### config.mk
export PLATFORM = sky130hd
export DESIGN_NAME = pfd_feedback_divider
export DESIGN_NICKNAME = d
export VERILOG_FILES = /design/src/rtl/pfd_feedback_divider.sv
export SDC_FILE = /design/constraint.sdc
export NUM_CORES = 1
export LEC_CHECK = 0
export BUFFER_PORTS_ARGS = -buffer_cell sky130_fd_sc_hd__clkbuf_2
export CORE_UTILIZATION = 55
export DETAILED_ROUTE_END_ITERATION = 10
export PLACE_DENSITY = 0.81
export SETUP_SLACK_MARGIN = 0.2
export SYNTH_ARGS = -nofsm -noshare
export SYNTH_HDL_FRONTEND = slang
export SYNTH_SLANG_ARGS = --single-unit
### constraint.sdc
create_clock -name clk -period 12.82 [get_ports clk]
set_input_delay 1.923 -clock clk [delete_from_list [all_inputs] [get_ports clk]]
set_output_delay 1.923 -clock clk [all_outputs]
set_load 0.005 [all_outputs]
### src/rtl/pfd_feedback_divider.sv
// Purpose: programmable integer-N clock divider feeding the PFD sig input, ratio updates via shadow register.
// Latency: sig rises 1 edge after en is sampled high; a new ratio takes effect at the next period boundary (<= N_old+1 edges).
// Backpressure: ratio_ready drops while a shadow ratio is pending; ratio_valid is ignored until it is applied.
module pfd_feedback_divider #(
  parameter int WIDTH       = 8,
  parameter int RESET_RATIO = 4
) (
  input  logic             clk,
  input  logic             rstn,
  input  logic             en,
  input  logic [WIDTH-1:0] ratio,
  input  logic             ratio_valid,
  output logic             ratio_ready,
  output logic             ratio_applied,
  output logic             sig,
  output logic             wrap
);

  logic [WIDTH-1:0] cnt_q;
  logic [WIDTH-1:0] active_q;
  logic [WIDTH-1:0] shadow_q;
  logic             pending_q;
  logic             running_q;

  logic [WIDTH-1:0] n_last;
  logic [WIDTH-1:0] shadow_clamped;
  logic [WIDTH-1:0] n_next;
  logic [WIDTH:0]   half;
  logic [WIDTH-1:0] cnt_nxt;
  logic             sig_nxt;
  logic             accept;
  logic             apply;

  // Active ratio is never below 2, so N-1 cannot underflow.
  assign n_last      = active_q - WIDTH'(1);
  assign wrap        = running_q && (cnt_q == n_last);
  assign ratio_ready = !pending_q;
  assign accept      = ratio_valid && !pending_q;
  // A pending ratio is promoted at a running period boundary or at any idle edge.
  assign apply       = pending_q && ((wrap && en) || !running_q);

  // Next-period ratio, high-phase length and next count/sig values.
  always_comb begin
    shadow_clamped = shadow_q;
    if (shadow_q < WIDTH'(2)) begin
      shadow_clamped = WIDTH'(2);
    end
    n_next = apply ? shadow_clamped : active_q;
    // One extra bit keeps N+1 from overflowing when N is the largest ratio.
    half = ({1'b0, n_next} + (WIDTH+1)'(1)) >> 1;
    cnt_nxt = cnt_q + WIDTH'(1);
    if (!en || !running_q || wrap) begin
      cnt_nxt = '0;
    end
    sig_nxt = en && ({1'b0, cnt_nxt} < half);
  end

  // Counter, run flag and registered divided output.
  always_ff @(posedge clk or negedge rstn) begin
    if (!rstn) begin
      cnt_q     <= '0;
      running_q <= 1'b0;
      sig       <= 1'b0;
    end else begin
      cnt_q     <= cnt_nxt;
      running_q <= en;
      sig       <= sig_nxt;
    end
  end

  // Shadow/active ratio handoff; accept and apply are mutually exclusive on pending.
  always_ff @(posedge clk or negedge rstn) begin
    if (!rstn) begin
      active_q      <= WIDTH'(RESET_RATIO);
      shadow_q      <= '0;
      pending_q     <= 1'b0;
      ratio_applied <= 1'b0;
    end else begin
      ratio_applied <= apply;
      if (apply) begin
        active_q <= shadow_clamped;
      end
      if (accept) begin
        shadow_q  <= ratio;
        pending_q <= 1'b1;
      end else if (apply) begin
        pending_q <= 1'b0;
      end
    end
  end

endmodule
Word level (Yosys, flattened, before mapping)
Index checks and enable logic that the tools add are counted.
{"block": "word_totals", "ff_bits": 28, "input_bits": 12, "out_inout_bits": 4}
{"block": "classes", "add_sub_neg": 3, "order_cmp": 2, "eq_ne": 1, "n_mux": 5, "reduce_logical": 12}
{"cell": "8-bit two-way mux", "count": 3}
{"cell": "8-bit by 1-bit adder with 9-bit output, second input constant", "count": 1}
{"cell": "8-bit by 1-bit adder with 8-bit output, second input constant", "count": 1}
{"cell": "8-bit == test", "count": 1}
{"cell": "8-bit by 2-bit < comparator with 1-bit output, second input constant", "count": 1}
{"cell": "8-bit < comparator", "count": 1}
{"cell": "8-bit by 1-bit subtractor with 8-bit output, second input constant", "count": 1}
{"cell": "1-bit logical AND", "count": 5}
{"cell": "1-bit logical NOT", "count": 3}
{"cell": "1-bit logical OR", "count": 3}
{"cell": "1-bit two-way mux", "count": 2}
{"cell": "2-bit nonzero test", "count": 1}

Depth between registers and ports, before layout
{"block": "logic_depth", "depth_word": 10, "mapped_depth": 22, "depth_no_buf": 20}

Worst setup path before layout
OpenSTA, ideal clock, no wires.
{"block": "synth_path", "path_kind": "input to register", "start": "in en", "end": "reg sig", "arrival_ps": 4673, "t_required_ps": 12737, "setup_slack_ps": 8064, "stages": 15, "n_path_buf": 1, "cell_sequence": "o2111ai_2 a21oi_4 buf_12 mux2i_1 ha_1 nand3_1 nor2_1 nand3_1 mux2_2 ha_1 nand2_1 nand3b_1 a2111oi_0 nand2_1 o21ai_0"}
{"block": "synth_via", "elab_chain_cells": 7, "word_cells_on_any_way": 11, "classes_between": "add/sub (1); order compare (1); mux (2); reduce/logical (7)"}
{"element": "start: declaration", "line": "10", "rtl": "input logic en,"}
{"element": "1-bit logical AND", "line": "40", "rtl": "assign apply = pending_q && ((wrap && en) || !running_q);"}
{"element": "1-bit logical OR", "line": "40"}
{"element": "1-bit logical AND", "line": "40"}
{"element": "named net apply", "line": "32", "rtl": "logic apply;"}
{"element": "8-bit two-way mux"}
{"element": "named net n_next[1]", "line": "27", "rtl": "logic [WIDTH-1:0] n_next;"}
{"element": "8-bit by 1-bit adder with 9-bit output", "line": "50", "rtl": "half = ({1'b0, n_next} + (WIDTH+1)'(1)) >> 1;"}
{"element": "8-bit < comparator", "line": "55", "rtl": "sig_nxt = en && ({1'b0, cnt_nxt} < half);"}
{"element": "1-bit logical AND", "line": "55"}
{"element": "named net sig_nxt", "line": "30", "rtl": "logic sig_nxt;"}
{"element": "end signal: assignment", "line": "67", "rtl": "sig <= sig_nxt;"}
{"element": "end: declaration", "line": "15", "rtl": "output logic sig,"}
The timed path passes the listed nets, and every way through them passes these cells.
A chain may end at the register's enable or synchronous reset.

Worst setup path after layout
{"block": "layout_path", "start": "in en", "end": "reg sig"}
{"block": "layout_via", "elab_chain_cells": 7, "word_cells_on_any_way": 11, "classes_between": "add/sub (1); order compare (1); mux (2); reduce/logical (7)"}
{"element": "1-bit logical AND", "line": "40"}
{"element": "1-bit logical OR", "line": "40"}
{"element": "1-bit logical AND", "line": "40"}
{"element": "8-bit two-way mux"}
{"element": "named net n_next[1]", "line": "27"}
{"element": "8-bit by 1-bit adder with 9-bit output", "line": "50"}
{"element": "8-bit < comparator", "line": "55"}
{"element": "1-bit logical AND", "line": "55"}
{"element": "named net sig_nxt", "line": "30"}
The timed path passes the listed nets, and every way through them passes these cells.

==> impl_metrics.yaml <==
run_status:
  status: "completed"
final_layout:
  layout-drive-gt1-share_pct: 22.0
  fin_cells: 251
  area_delta_synth_final_pct: 5.02
  n_antenna_cell: 0
  postLayoutCellArea_um2: 2070
  nets: 228
floorplan:
  dieArea_um2: 3820
  coreArea_um2: 3390
  fp.dieH_um: 61.8
  row_count: 21
  pin_count: 16
  start_util_pct: 58.1
  die-width_um: 61.8
logic_synthesis:
  synthTopCellsByCount: "27 x dfrtp_1, 18 x nor2_1, 14 x xnor2_1"
  yosys_warnings: 0
  synth.most_common_cell: "dfrtp_1"
  synth_edf_count: 0
  ys_ff_latch: 28
  async_flop_share_pct: 100
  synth_ff_type: "dfrtp_1"
  synth_area_per_cell_um2: 10.1
  syn_nets: 216
  synth_top_area_share_pct: 34.3
  synth_cell_types: 47
  yosysTopAreaCell: "dfrtp_1"
  netlist_area_um2: 1970
  synth_seq_area_share_pct: 35.7
  synth_cells: 194
  synth_area_leaders: "dfrtp_1 34%, mux2_2 7.4%, ha_1 6.4%"
min_path:
  min_path_cells: 1
  hp-start: "cnt_q[0]$_DFF_PN0_"
  min_to: "cnt_q[0]$_DFF_PN0_"
  min_path_type: "reg2reg"
cts:
  cts_tree: "built"
  cts_buffer_depth: 2
  clock_latency_ns: 0.33
  clock_sinks: 28
  cts_buffers: 3
  cts_resized: 0
  cts_htree_levels: 1
  root_buffer: "clkbuf_4"
  post-cts-setup-buffers: 0
  hold_buffers: 0
  clkSlewWorstSetupHoldPaths_ns: 0.15
setup_path:
  cpPeakStageDelay_ns: 0.53
  cp_max_fo: 16
  crit_chain: "clkbuf_2 > o2111ai_2 > a21oi_4 > mux2i_1 > ha_1 > nand3_1 > nor2_1 > nand3_1 > mux2_2 > ha_1 > nand2_1 > nand3b_1 > a2111oi_0 > nand2_1 > o21ai_0"
  ff2ff_setup_slack_ns: 7.83
  worstSetupEndpointType: "flop"
  crit_type: "in2reg"
  r2r-start: "active_q[0]$_DFF_PN0_"
  required_ns: 13.09
  slowest_stage: "a21oi_4"
  reg2reg_depth: 19
  cp-start-kind: "input port"
  crit_arrival_ns: 5.28
  r2r_end: "sig$_DFF_PN0_"
routing:
  route.detailed.drc: 0
  routed_wl_um: 3930
  via_per_inst: 5.82
  num_vias: 1462
  avgRoutedWirePerCell_um: 15.7
  drt_pass1_iterations: 4
  ant_nets: 0
  drt-initial-drc-count: 58
sta:
  relSlewSlack_pct: 51.4
  finalCritPeriodShare_pct: 39.1
  fin_worst_skew_ns: 0.0149
  fin_setup_tns_ns: 0
  hold_viol: 0
  max_freq_mhz: 200
  finalCriticalPeriod_ns: 5.01
  setup_viol: 0
  drv_slew: 0
  worst_slew_pin_slew_ns: 0.728
  rsz0062_at_grt: "no"
global_route:
  grt_overflow: 0
  antenna_found_initial: 0
  track_usage_pct: 23.2
  grt_pass1_wl_um: 6380
  first_global_vias: 1436
  grt_max_degree: 29
flow_run:
  cap_violations: 0
placed_design:
  place_inst: 247
  place_area_um2: 2040
  port_buffers: 15
  gp_congestion: 0.834
  hpwl_um: 2970
power_and_ir_drop:
  irDropWorstVdd_v: 0.0000889
  powerDensity_nw_per_um2: 166
  p_leak_nw: 0.883
==> state kept, by name, summed over array words and instances, names as in the netlist <==
register	count
active_q	8
pending_q	1
cnt_q	8
sig	1
running_q	1
ratio_applied	1
shadow_q	8
==> metal layers <==
layer  track usage, %  routed length [µm]  vias to the layer above
li1                 -                   -                      710
met1             29.5                1840                      709
met2             39.9                1850                       37
met3             4.97                 199                        6
met4             6.35                  40                        0
met5                0                   0                        -
==> worst max-delay path: cells and delay by family <==
kind,cells,cell delay [ns]
AOI/OAI and AO/OA,4,1.35
and+or+nand+nor,6,0.67
adders and majority gates,2,0.57
buffers and inverters,1,0.14
muxes,2,0.61
==> cell families after synthesis <==
logic type / after synthesis / synth area share (%)
AO/OA/AOI/OAI: 25 / 12.1
XOR/XNOR: 24 / 10.7
adder cells (fa/ha/maj): 10 / 6.36
buffers and inverters: 14 / 4.20
flip-flops: 28 / 35.7
multiplexers: 21 / 11.8
AND/OR/NAND/NOR: 72 / 19.2
==> cell type report <==
cell class,count,area (µm²)
repair buffers,15,75.1
inverters,6,22.5
multi-input cells,152,1180
fillers,296,1320
clock buffers,4,26.3
flip-flops and latches,28,702
well taps,46,57.6
==> where the power goes <==
| part | switching (mW) | total (mW) | internal [mW] |
|---|---|---|---|
| clock network | 0.0255 | 0.0377 | 0.0122 |
| logic | 0.0737 | 0.149 | 0.0749 |
| registers | 0.0474 | 0.158 | 0.110 |
==> metrics by stage <==
stage / utilization, % / total power, mW / setup WS, ns / hold WS (ns)
CTS: 61.0 / 0.344 / 7.83 / 0.594
global placement: 60.2 / 0.303 / 7.62 / 0.567
detailed placement: 60.2 / 0.307 / 7.48 / 0.568
floorplan: - / 0.275 / 8.06 / 0.496
finish: 61.0 / 0.344 / 7.81 / 0.592
global route: 61.0 / 0.370 / 7.42 / 0.619
==> how the worst max path moves through the flow <==
stage,endpoint,slack (ns),startpoint,cells after the start
floorplan,sig$_DFF_PN0_,8.06,en,15
CTS,sig$_DFF_PN0_,7.83,active_q[0]$_DFF_PN0_,19
global placement,sig$_DFF_PN0_,7.62,en,15
global route,sig$_DFF_PN0_,7.42,active_q[0]$_DFF_PN0_,20
detailed placement,sig$_DFF_PN0_,7.48,en,15
finish,sig$_DFF_PN0_,7.81,en,15
==> placed cells by master (no fill, tap or decap), types with 2 or more instances in the layout <==
cell type	n
mux2_2	13
clkbuf_4	3
nand3_1	13
nor3_1	4
nand2b_1	7
nor2_1	18
or2_2	2
nand2_1	12
mux2i_1	7
a21o_1	4
o21a_1	2
a211oi_1	2
inv_1	6
a21oi_1	2
and2_1	4
o21ai_0	2
clkbuf_2	15
ha_1	10
o31ai_4	2
nand4_1	3
a311oi_1	2
xor2_1	10
dfrtp_1	27
xnor2_1	14
No activity file was read; power rests on OpenSTA's default activity.
